File: src/rtl/msf_time_keeper.sv
// msf_time_keeper: BCD HH:MM:SS time keeper with frame-agreement lock, holdover and digit mux.
// Optional free-run second divider enabled by defining MSF_KEEPER_FREERUN_EN.
module msf_time_keeper #(
    parameter int CLK_HZ       = 1000,
    parameter int LOCK_FRAMES  = 2,
    parameter int HOLDOVER_MIN = 15
) (
    input  logic       clk_i,
    input  logic       rst_i,
    input  logic       sec_tick_i,
    input  logic       load_i,
    input  logic [1:0] hour_h_i,
    input  logic [3:0] hour_l_i,
    input  logic [2:0] minute_h_i,
    input  logic [3:0] minute_l_i,
    input  logic [2:0] sel_i,
    output logic [3:0] digit_o,
    output logic       time_valid_o,
    output logic       locked_o,
    output logic       holdover_o
);
    typedef enum logic [1:0] {UNSYNC, ACQUIRE, LOCKED, HOLDOVER} state_t;
    state_t state, state_n;
    logic [3:0] sec_l, min_l, hour_l, nx_sec_l, nx_min_l, nx_hour_l;
    logic [2:0] sec_h, min_h, nx_sec_h, nx_min_h;
    logic [1:0] hour_h, nx_hour_h;
    logic [2:0] match_cnt, match_n;
    logic [5:0] min_since_load;
    logic       int_tick, tick, frame_ok, vload, agree, sec59, min59, hr23;
    logic [12:0] pred_hm;
    logic [3:0] dig [8];

`ifdef MSF_KEEPER_FREERUN_EN
    localparam int DW = CLK_HZ > 1 ? $clog2(CLK_HZ) : 1;
    logic [DW-1:0] div;
    assign int_tick = !sec_tick_i && div == DW'(CLK_HZ - 1);
    always_ff @(posedge clk_i or posedge rst_i)
        if (rst_i) div <= '0;
        else       div <= (sec_tick_i || int_tick) ? '0 : div + 1'b1;
`else
    assign int_tick = 1'b0;
`endif

    assign tick     = sec_tick_i | int_tick;
    assign frame_ok = hour_l_i <= 4'd9 && minute_l_i <= 4'd9 && minute_h_i <= 3'd5 &&
                      (hour_h_i < 2'd2 || (hour_h_i == 2'd2 && hour_l_i <= 4'd3));
    assign vload    = load_i & frame_ok;
    assign sec59    = sec_l == 4'd9 && sec_h == 3'd5;
    assign min59    = min_l == 4'd9 && min_h == 3'd5;
    assign hr23     = hour_h == 2'd2 && hour_l == 4'd3;

    // Tick-path successor of the current time, used both for advancing and for prediction
    always_comb begin
        nx_sec_l  = sec_l == 4'd9 ? 4'd0 : sec_l + 4'd1;
        nx_sec_h  = sec_l == 4'd9 ? (sec_h == 3'd5 ? 3'd0 : sec_h + 3'd1) : sec_h;
        nx_min_l  = sec59 ? (min_l == 4'd9 ? 4'd0 : min_l + 4'd1) : min_l;
        nx_min_h  = sec59 && min_l == 4'd9 ? (min_h == 3'd5 ? 3'd0 : min_h + 3'd1) : min_h;
        nx_hour_l = sec59 && min59 ? ((hr23 || hour_l == 4'd9) ? 4'd0 : hour_l + 4'd1) : hour_l;
        nx_hour_h = sec59 && min59 ? (hr23 ? 2'd0 : hour_l == 4'd9 ? hour_h + 2'd1 : hour_h) : hour_h;
        pred_hm   = tick ? {nx_hour_h, nx_hour_l, nx_min_h, nx_min_l} : {hour_h, hour_l, min_h, min_l};
        agree     = {hour_h_i, hour_l_i, minute_h_i, minute_l_i} == pred_hm;
        match_n   = !load_i ? match_cnt : !frame_ok ? 3'd0 : !agree ? 3'd1 :
                    match_cnt >= 3'(LOCK_FRAMES) ? 3'(LOCK_FRAMES) : match_cnt + 3'd1;
    end

    always_comb begin
        state_n = state;
        unique case (state)
            UNSYNC:   state_n = vload ? ACQUIRE : UNSYNC;
            ACQUIRE:  state_n = match_n == 3'(LOCK_FRAMES) ? LOCKED : ACQUIRE;
            LOCKED:   state_n = (vload && !agree) ? ACQUIRE :
                                (!vload && min_since_load == 6'(HOLDOVER_MIN)) ? HOLDOVER : LOCKED;
            HOLDOVER: state_n = vload ? ACQUIRE : HOLDOVER;
            default:  state_n = UNSYNC;
        endcase
    end

    assign locked_o   = state == LOCKED;
    assign holdover_o = state == HOLDOVER;
    assign dig[0] = sec_l;
    assign dig[1] = {1'b0, sec_h};
    assign dig[2] = min_l;
    assign dig[3] = {1'b0, min_h};
    assign dig[4] = hour_l;
    assign dig[5] = {2'b0, hour_h};
    assign dig[6] = {1'b0, holdover_o, locked_o, time_valid_o};
    assign dig[7] = 4'hF;

    always_ff @(posedge clk_i or posedge rst_i) begin
        if (rst_i) begin
            {sec_l, sec_h, min_l, min_h, hour_l, hour_h} <= '0;
            match_cnt      <= '0;
            min_since_load <= '0;
            time_valid_o   <= 1'b0;
            digit_o        <= '0;
            state          <= UNSYNC;
        end else begin
            if (vload) begin
                {hour_h, hour_l, min_h, min_l} <= {hour_h_i, hour_l_i, minute_h_i, minute_l_i};
                {sec_h, sec_l} <= '0;
            end else if (tick) begin
                {sec_l, sec_h, min_l, min_h} <= {nx_sec_l, nx_sec_h, nx_min_l, nx_min_h};
                {hour_l, hour_h} <= {nx_hour_l, nx_hour_h};
            end
            min_since_load <= vload ? 6'd0 :
                              (tick && sec59 && min_since_load != 6'd63) ? min_since_load + 6'd1 : min_since_load;
            match_cnt    <= match_n;
            time_valid_o <= time_valid_o | vload;
            digit_o      <= dig[sel_i];
            state        <= state_n;
        end
    end
endmodule

File: config.mk
export PLATFORM = sky130hd
export DESIGN_NAME = msf_time_keeper
export DESIGN_NICKNAME = d
export VERILOG_FILES = /design/src/rtl/msf_time_keeper.sv
export SDC_FILE = /design/constraint.sdc
export NUM_CORES = 1
export LEC_CHECK = 0
export CAP_MARGIN = 0
export CORE_UTILIZATION = 51
export CTS_CLUSTER_DIAMETER = 40
export DETAILED_ROUTE_END_ITERATION = 10
export PLACE_DENSITY = 0.87
export SYNTH_ARGS = -nofsm -noshare
export SYNTH_HDL_FRONTEND = slang
export SYNTH_SLANG_ARGS = --single-unit
File: constraint.sdc
create_clock -name clk_i -period 2.9 [get_ports clk_i]
set_input_delay 0.435 -clock clk_i [delete_from_list [all_inputs] [get_ports clk_i]]
set_output_delay 0.435 -clock clk_i [all_outputs]
set_load 0.02 [all_outputs]
## Word-level counts from Yosys, hierarchy flattened

Index checks and enable logic that the tools add are counted.

- RAM bits: 0
- Logic and storage cells: 106
- ROM bits: 0
- Output and inout bits: 7
- Bits in registers: 36
- Memories: 0
- Bits in latches: 0

- Divide/modulo/power cells: 0
- Add/subtract/negate cells: 8
- Eq/ne operators: 15
- Reduce and logical (&&, ||, !) cells: 22
- Multipliers: 0
- Shift-type cells: 0
- Muxes and demuxes: 40
- $lt $le $gt $ge: 7
- Bitwise logic cells: 3

Operators with widths:

| operator | number |
|---|---|
| 4-bit 2-to-1 mux | 13 |
| 3-bit 2-to-1 mux | 12 |
| 2-bit 2-to-1 mux | 8 |
| 13-bit == test | 1 |
| 1-bit logical AND | 13 |
| 13-bit 2-to-1 mux | 1 |
| 4-bit by 1-bit adder with 4-bit output (second input constant) | 3 |
| 4-bit binary-select mux with 3-bit select | 1 |
| 4-bit == test (second input constant) | 3 |
| 6-bit 2-to-1 mux | 2 |
| 3-bit by 1-bit adder with 3-bit output (second input constant) | 3 |
| 2-bit == test (second input constant) | 4 |
| 4-bit <= comparator (second input constant) | 2 |
| 2-bit one-hot mux with 4 select lines | 1 |
| 6-bit by 1-bit adder with 6-bit output (second input constant) | 1 |
| 3-bit == test (second input constant) | 2 |
| 6-bit by 4-bit == test with 1-bit output (second input constant) | 1 |
| 6-bit inequality test (second input constant) | 1 |
| 2-bit nonzero test | 3 |
| 4-bit by 2-bit == test with 1-bit output (second input constant) | 1 |
| 4-bit >= comparator (second input constant) | 1 |
| 4-bit by 2-bit <= comparator with 1-bit output (second input constant) | 1 |
| 3-bit NOT with 4-bit output | 1 |
| 3-bit by 2-bit == test with 1-bit output (second input constant) | 1 |
| 12 further kinds | 15 |

## Logic depth before layout (Yosys ltp)

Gate-level depths: netlist of the first run.

- Depth in word-level cells: 13
- Mapped depth: 13

## Worst setup path before layout of the first run

No wires, ideal clock.

- Path kind: reg2reg
- Start point: reg sec_l[1]
- End point: reg state[0]
- Data arrival time: 2.795 ns
- Cell stages (with the launch flop): 14
- Period minus slack after synthesis: 2.923 ns
- Slack: -0.023 ns
- Data required time: 2.772 ns
- Setup time: 0.128 ns
- Cells stage by stage: dfrtp_1 inv_1 ha_1 and4b_1 buf_6 and4_4 buf_6 a21boi_2 or3_4 a2111oi_4 nand4_2 o32ai_2 nor3b_2 o22ai_1

- Cells in the longest elaborated chain, start to end: 12
- Elaborated cells between the ends (all ways): 19
- Those cells by class: eq/ne: 3; mux: 11; reduce/logical: 5

RTL lines:

| what | line | source |
|---|---|---|
| from (decl) | 24 | `logic [3:0] sec_l, min_l, hour_l, nx_sec_l, nx_min_l, nx_hour_l;` |
| from (signal assigned) | 102 | `{sec_l, sec_h, min_l, min_h} <= {nx_sec_l, nx_sec_h, nx_min_l, nx_min_h};` |
| 4-bit == test (*) | 48 | `assign sec59 = sec_l == 4'd9 && sec_h == 3'd5;` |
| 1-bit logical AND (*) | 48 |  |
| 1-bit logical AND, on equally long branches | 57, 58, 59 |  |
| 3-bit 2-to-1 mux (tied with other cells) | 57 | `nx_min_h = sec59 && min_l == 4'd9 ? (min_h == 3'd5 ? 3'd0 : min_h + 3'd1) : min_h;` |
| 13-bit 2-to-1 mux (*) | 60 | `pred_hm = tick ? {nx_hour_h, nx_hour_l, nx_min_h, nx_min_l} : {hour_h, hour_l, min_h, min_l};` |
| 13-bit == test (*) | 61 | `agree = {hour_h_i, hour_l_i, minute_h_i, minute_l_i} == pred_hm;` |
| 3-bit 2-to-1 mux (*) (3 in series) | 62 | `match_n = !load_i ? match_cnt : !frame_ok ? 3'd0 : !agree ? 3'd1 :` |
| named net match_n[1] | 27 | `logic [2:0] match_cnt, match_n;` |
| 3-bit by 2-bit == test with 1-bit output (*) | 70 | `ACQUIRE: state_n = match_n == 3'(LOCK_FRAMES) ? LOCKED : ACQUIRE;` |
| 2-bit 2-to-1 mux (*) | 70 |  |
| 2-bit one-hot mux with 4 select lines (*) | 68 | `unique case (state)` |
| named net state_n[0] | 23 | `state_t state, state_n;` |
| to (signal assigned) | 110 | `state <= state_n;` |
| to (decl) | 23 |  |

The timed path passes the listed nets; every way through them passes the cells marked *.
A chain may end at the register's enable or synchronous reset.

## Worst setup path in the final report of the first run

- Start point: reg hour_l[1]
- End point: reg state[0]

- Cells in the longest elaborated chain, start to end: 13
- Elaborated cells between the ends (all ways): 21
- Those cells by class: add/sub: 1; eq/ne: 4; mux: 12; reduce/logical: 4

RTL lines:

| what | line | source |
|---|---|---|
| from (decl) | 24 |  |
| from (signal assigned) | 99 | `{hour_h, hour_l, min_h, min_l} <= {hour_h_i, hour_l_i, minute_h_i, minute_l_i};` |
| from (signal assigned) | 103 | `{hour_l, hour_h} <= {nx_hour_l, nx_hour_h};` |
| parallel branches: the longest is 5 deep, another holds 4-bit by 1-bit adder with 4-bit output | - |  |
| 13-bit 2-to-1 mux (*) | 60 |  |
| 13-bit == test (*) | 61 |  |
| 3-bit 2-to-1 mux (*) (3 in series) | 62 |  |
| named net match_n[1] | 27 |  |
| 3-bit by 2-bit == test with 1-bit output (*) | 70 |  |
| 2-bit 2-to-1 mux (*) | 70 |  |
| 2-bit one-hot mux with 4 select lines (*) | 68 |  |
| named net state_n[0] | 23 |  |

Mark *: on every way through the listed nets, which the timed path passes.

==> impl_metrics.env, run 1 <==
export IMPL_status="complete, but fails checks"
export IMPL_violations="negative setup slack"
export IMPL_hold_viol=0
export IMPL_drv_slew=0
export IMPL_seqPwrFrac_pct=36.8
export IMPL_layout_drive_gt1_share_pct=27.2
export IMPL_synth_compound_area_share_pct=18.3
export IMPL_ir_drop_mv=0.254
export IMPL_synth_area_per_cell_um2=8.92
export IMPL_crit_type="reg2reg"
export IMPL_clk_pin_slew_ns=0.07
export IMPL_setup_viol=2
export IMPL_cellLeakagePower_uw=0.00145
export IMPL_ys_flop_type="dfrtp_1"
export IMPL_holdCritPathClass="reg2reg"
export IMPL_drtAntennaViolNets=0
export IMPL_rows=25
export IMPL_syn_instance_count=287
export IMPL_timing_fmax_mhz=338
export IMPL_required_ns=3.08
export IMPL_drt_iter0_markers=261
export IMPL_htreeDepth=2
export IMPL_holdBufCountCts=0
export IMPL_synth_top_family_by_area="simple AND/OR/NAND/NOR gates"
export IMPL_ys_seq_area_share_pct=35.2
export IMPL_nNetsFinal=382
export IMPL_area_growth_pct=36.2
export IMPL_synth_simple_area_share_pct=24.8
export IMPL_antenna_cells=0
export IMPL_die_area_um2=5310
export IMPL_power_frac_comb_pct=44.2
export IMPL_place_area_um2=3060
export IMPL_yosysWarnings=0
export IMPL_clockPowerShare_pct=19.0
export IMPL_vias=2517
export IMPL_maxCapViolations=0
export IMPL_fin_ws_ns=-0.0610
export IMPL_rsz0062_at_grt="yes"
export IMPL_clock_skew_ns=0.00459
export IMPL_grt_max_degree=37
export IMPL_synth_seq_cells=36
export IMPL_min_period_over_period_pct=102
export IMPL_dp_final_hpwl_um=4610
export IMPL_synth_distinct_cells=59
export IMPL_worst_setup_path_start_kind="flop"
export IMPL_async_flop_share_pct=100
export IMPL_clk_path_buf_depth=2
export IMPL_synth_fa_ha_area_share_pct=4.89
export IMPL_p_int_uw=1230
export IMPL_port_buffers=26
export IMPL_p_per_area_nw_per_um2=560
export IMPL_max_slew_margin_rel_pct=64.2
export IMPL_wirelength_um=7260
export IMPL_cp_arrival_ns=3.14
export IMPL_synth_mux_area_share_pct=7.09
export IMPL_drc=0
export IMPL_dieWidth_um=72.9
export IMPL_synth_fp_nets=317
export IMPL_final_cell_area_um2=3490
export IMPL_gr_usage_all_layers_pct=26.0
export IMPL_wl_per_cell_um=17.3
export IMPL_cts_tree="built"
export IMPL_grt_antenna_before_repair=0
export IMPL_gp_congestion=0.942
export IMPL_coreArea_um2=4790
export IMPL_grt_pass1_wl_um=10400
export IMPL_initial_core_util_pct=53.5
export IMPL_vias_per_cell=5.99
export IMPL_cts_root_buffer="clkbuf_8"
export IMPL_grt_pass1_vias=2319
export IMPL_synth_edf_count=0
export IMPL_clkSinkCount=36
export IMPL_worstSkewPairLatency_ns=0.29
export IMPL_grt_overflow=0
export IMPL_first_pass_iters=5
export IMPL_power_net_switching_uw=724
export IMPL_worst_pin_slew_ns=0.536
export IMPL_numCtsBuffers=5
export IMPL_path_max_fanout=5
export IMPL_critPathCaptureType="flop"
export IMPL_syn_cell_area_um2=2560
export IMPL_post_route_min_period_ns=2.96
export IMPL_die_y_um=72.9
export IMPL_dp_worst_setup_slack_ns=-0.333
export IMPL_synth_xor_area_share_pct=4.64
export IMPL_switching_share_pct=37.1
export IMPL_pin_count=27
==> stage by stage <==
| stage | util (%) | std cells | hold slack [ns] | TNS, ns | power (uW) |
|---|---|---|---|---|---|
| 3_5_place_dp | 63.9 | 396 | 0.513 | -0.887 | 1370 |
| 5_1_grt | 72.8 | 420 | 0.528 | -0.275 | 2060 |
| 3_3_place_gp | 63.9 | 396 | 0.479 | -0.717 | 1330 |
| 2_1_floorplan | - | 287 | 0.464 | 0 | 1120 |
| 6_report | 72.8 | 420 | 0.519 | -0.0834 | 1950 |
| 4_1_cts | 68.7 | 410 | 0.525 | 0 | 1820 |
==> area by class of cell <==
cell class,instances,area (um2)
multi-input combinational,222,1740
fill,343,1300
sequential,36,901
timing repair buffer,73,616
clock buffer,8,90.1
tap,67,83.8
inverter,14,52.6
==> synth_stat cells (2+ instances only) <==
master,instances,area share [%]
nor2_1,37,5.4
dfrtp_1,36,35
nand2_1,23,3.4
a21oi_1,20,3.9
o21ai_0,17,3.3
inv_1,14,2.1
nor3_1,12,2.3
ha_1,10,4.9
clkbuf_1,9,1.3
mux2i_1,8,3.1
nand3_1,7,1.4
xnor2_1,7,2.4
nor4_1,6,1.5
and3b_1,4,1.4
xor2_1,4,1.4
a21o_1,3,0.88
mux2_2,3,1.3
mux4_2,3,2.6
nand2b_1,3,0.73
nand4_1,3,0.73
nand4b_1,3,1.0
nor3b_1,3,0.88
a2111oi_4,2,2.2
a211oi_1,2,0.59
a22oi_1,2,0.59
and2_1,2,0.49
buf_6,2,0.88
nand3b_1,2,0.59
nor2b_1,2,0.49
o2111ai_1,2,0.68
o21a_1,2,0.59
o221ai_1,2,0.68
o22ai_1,2,0.49
o31ai_1,2,0.59
o32ai_2,2,1.3
or2_2,2,0.49
or3_1,2,0.49
==> metal layers <==
layer	wire, um	vias up	share of wire (%)	GRT usage, %
met2	3660	110	50	48.2
met5	0	-	0	0
li1	-	1164	-	-
met1	2970	1215	41	30.1
met4	172	0	2.4	9.15
met3	461	28	6.4	4.28
==> final timing paths <==
| path | startpoint | cells after the start | slack (ns) | to |
|---|---|---|---|---|
| worst max-delay path | hour_l[1]$_DFFE_PP0P_ | 12 | -0.06 | state[0]$_DFF_PP0_ |
| worst min-delay path | time_valid_o$_DFF_PP0_ | 1 | 0.52 | time_valid_o$_DFF_PP0_ |
| worst max register to register | hour_l[1]$_DFFE_PP0P_ | 12 | -0.06 | state[0]$_DFF_PP0_ |
| worst min register to register | time_valid_o$_DFF_PP0_ | 1 | 0.52 | time_valid_o$_DFF_PP0_ |
| max in group asynchronous | rst_i | 3 | 2.02 | digit_o[1]$_DFF_PP0_ |
| min in group asynchronous | rst_i | 3 | 0.55 | min_h[0]$_DFFE_PP0P_ |
==> cells by family (layout without fill, tap and decap cells) <==
logic type | Yosys count | count (layout)
AND/OR/NAND/NOR | 120 | 120
flip-flops | 36 | 36
adder cells (fa/ha/maj) | 10 | 10
AO/OA/AOI/OAI | 66 | 66
multiplexers | 14 | 14
buffers and inverters | 29 | 95
XOR/XNOR | 12 | 12
==> state kept, by name, indices dropped and copies added, names as in the netlist <==
| name | flops |
|---|---|
| hour_l | 4 |
| hour_h | 2 |
| time_valid_o | 1 |
| state | 2 |
| sec_h | 3 |
| min_l | 4 |
| match_cnt | 3 |
| min_since_load | 6 |
| sec_l | 4 |
| digit_o | 4 |
| min_h | 3 |
==> cell usage in the layout (no fill, tap or decap), types with 3 or more instances in the layout <==
master,netlist,routed
ha_1,10,7
mux2i_4,0,3
nand2b_1,3,3
xor2_1,4,3
nor4_1,6,3
a21oi_1,20,19
xnor2_1,7,7
and3b_2,0,3
dfrtp_1,36,36
nor3b_1,3,3
nand4_1,3,3
nand3_1,7,7
nand4b_1,3,3
nor2_1,37,37
mux2_2,3,3
o21ai_0,17,16
clkdlybuf4s50_1,0,25
mux2i_1,8,4
a21o_1,3,3
buf_4,1,46
nand2_1,23,23
inv_1,14,12
mux4_2,3,3
nor3_1,12,10
clkbuf_8,0,6
==> worst max-delay path, cell delays in order (launching register included) <==
cell and delay, ns:
dfrtp_1 0.39, inv_1 0.06, ha_2 0.20, and3b_2 0.25
buf_4 0.15, nor3_1 0.39, mux2i_4 0.15, xnor2_1 0.18
a2111oi_4 0.26, nand4_4 0.19, o32ai_4 0.25, nor3b_4 0.26
o22ai_2 0.10
==> power groups by stage <==
| stage | clock network (uW) | logic [uW] | registers (uW) |
|---|---|---|---|
| after CTS | 372 | 750 | 701 |
| final | 371 | 864 | 719 |
| after global routing | 393 | 934 | 730 |
| after detailed placement | 0 | 661 | 705 |
| after global placement | 0 | 629 | 698 |
| after floorplan | 0 | 421 | 702 |
==> repair_timing <==
action / in CTS / in global routing
endpoints found under the hold margin: 0 / 0
gates resized for setup: 23 / 20
buffers inserted: 6 / 10
pin swaps: 11 / 7
endpoints found under the setup margin: 2 / 2
cloned: 0 / 0
Note: power is estimated with default switching activity, not from simulation.
==> run 2, diff against run 1 <==
--- a/constraint.sdc
+++ b/constraint.sdc
@@ -3,2 +3,2 @@
 set_output_delay 0.435 -clock clk_i [all_outputs]
-set_load 0.02 [all_outputs]
+set_load 0.005 [all_outputs]
==> results of run 2 <==
The final DEF is identical to that of run 1. Status: complete, but fails checks: negative setup slack.
Among the figures that moved: total power 1950 uW -> 1940 uW
==> run 3, diff against run 2 <==
- ABC_CLOCK_PERIOD_IN_PS: unset -> 2900
==> results of run 3 <==
The final DEF is identical to that of run 1. Status: complete, but fails checks: negative setup slack.
Among the figures that moved: total power 1950 uW -> 1940 uW
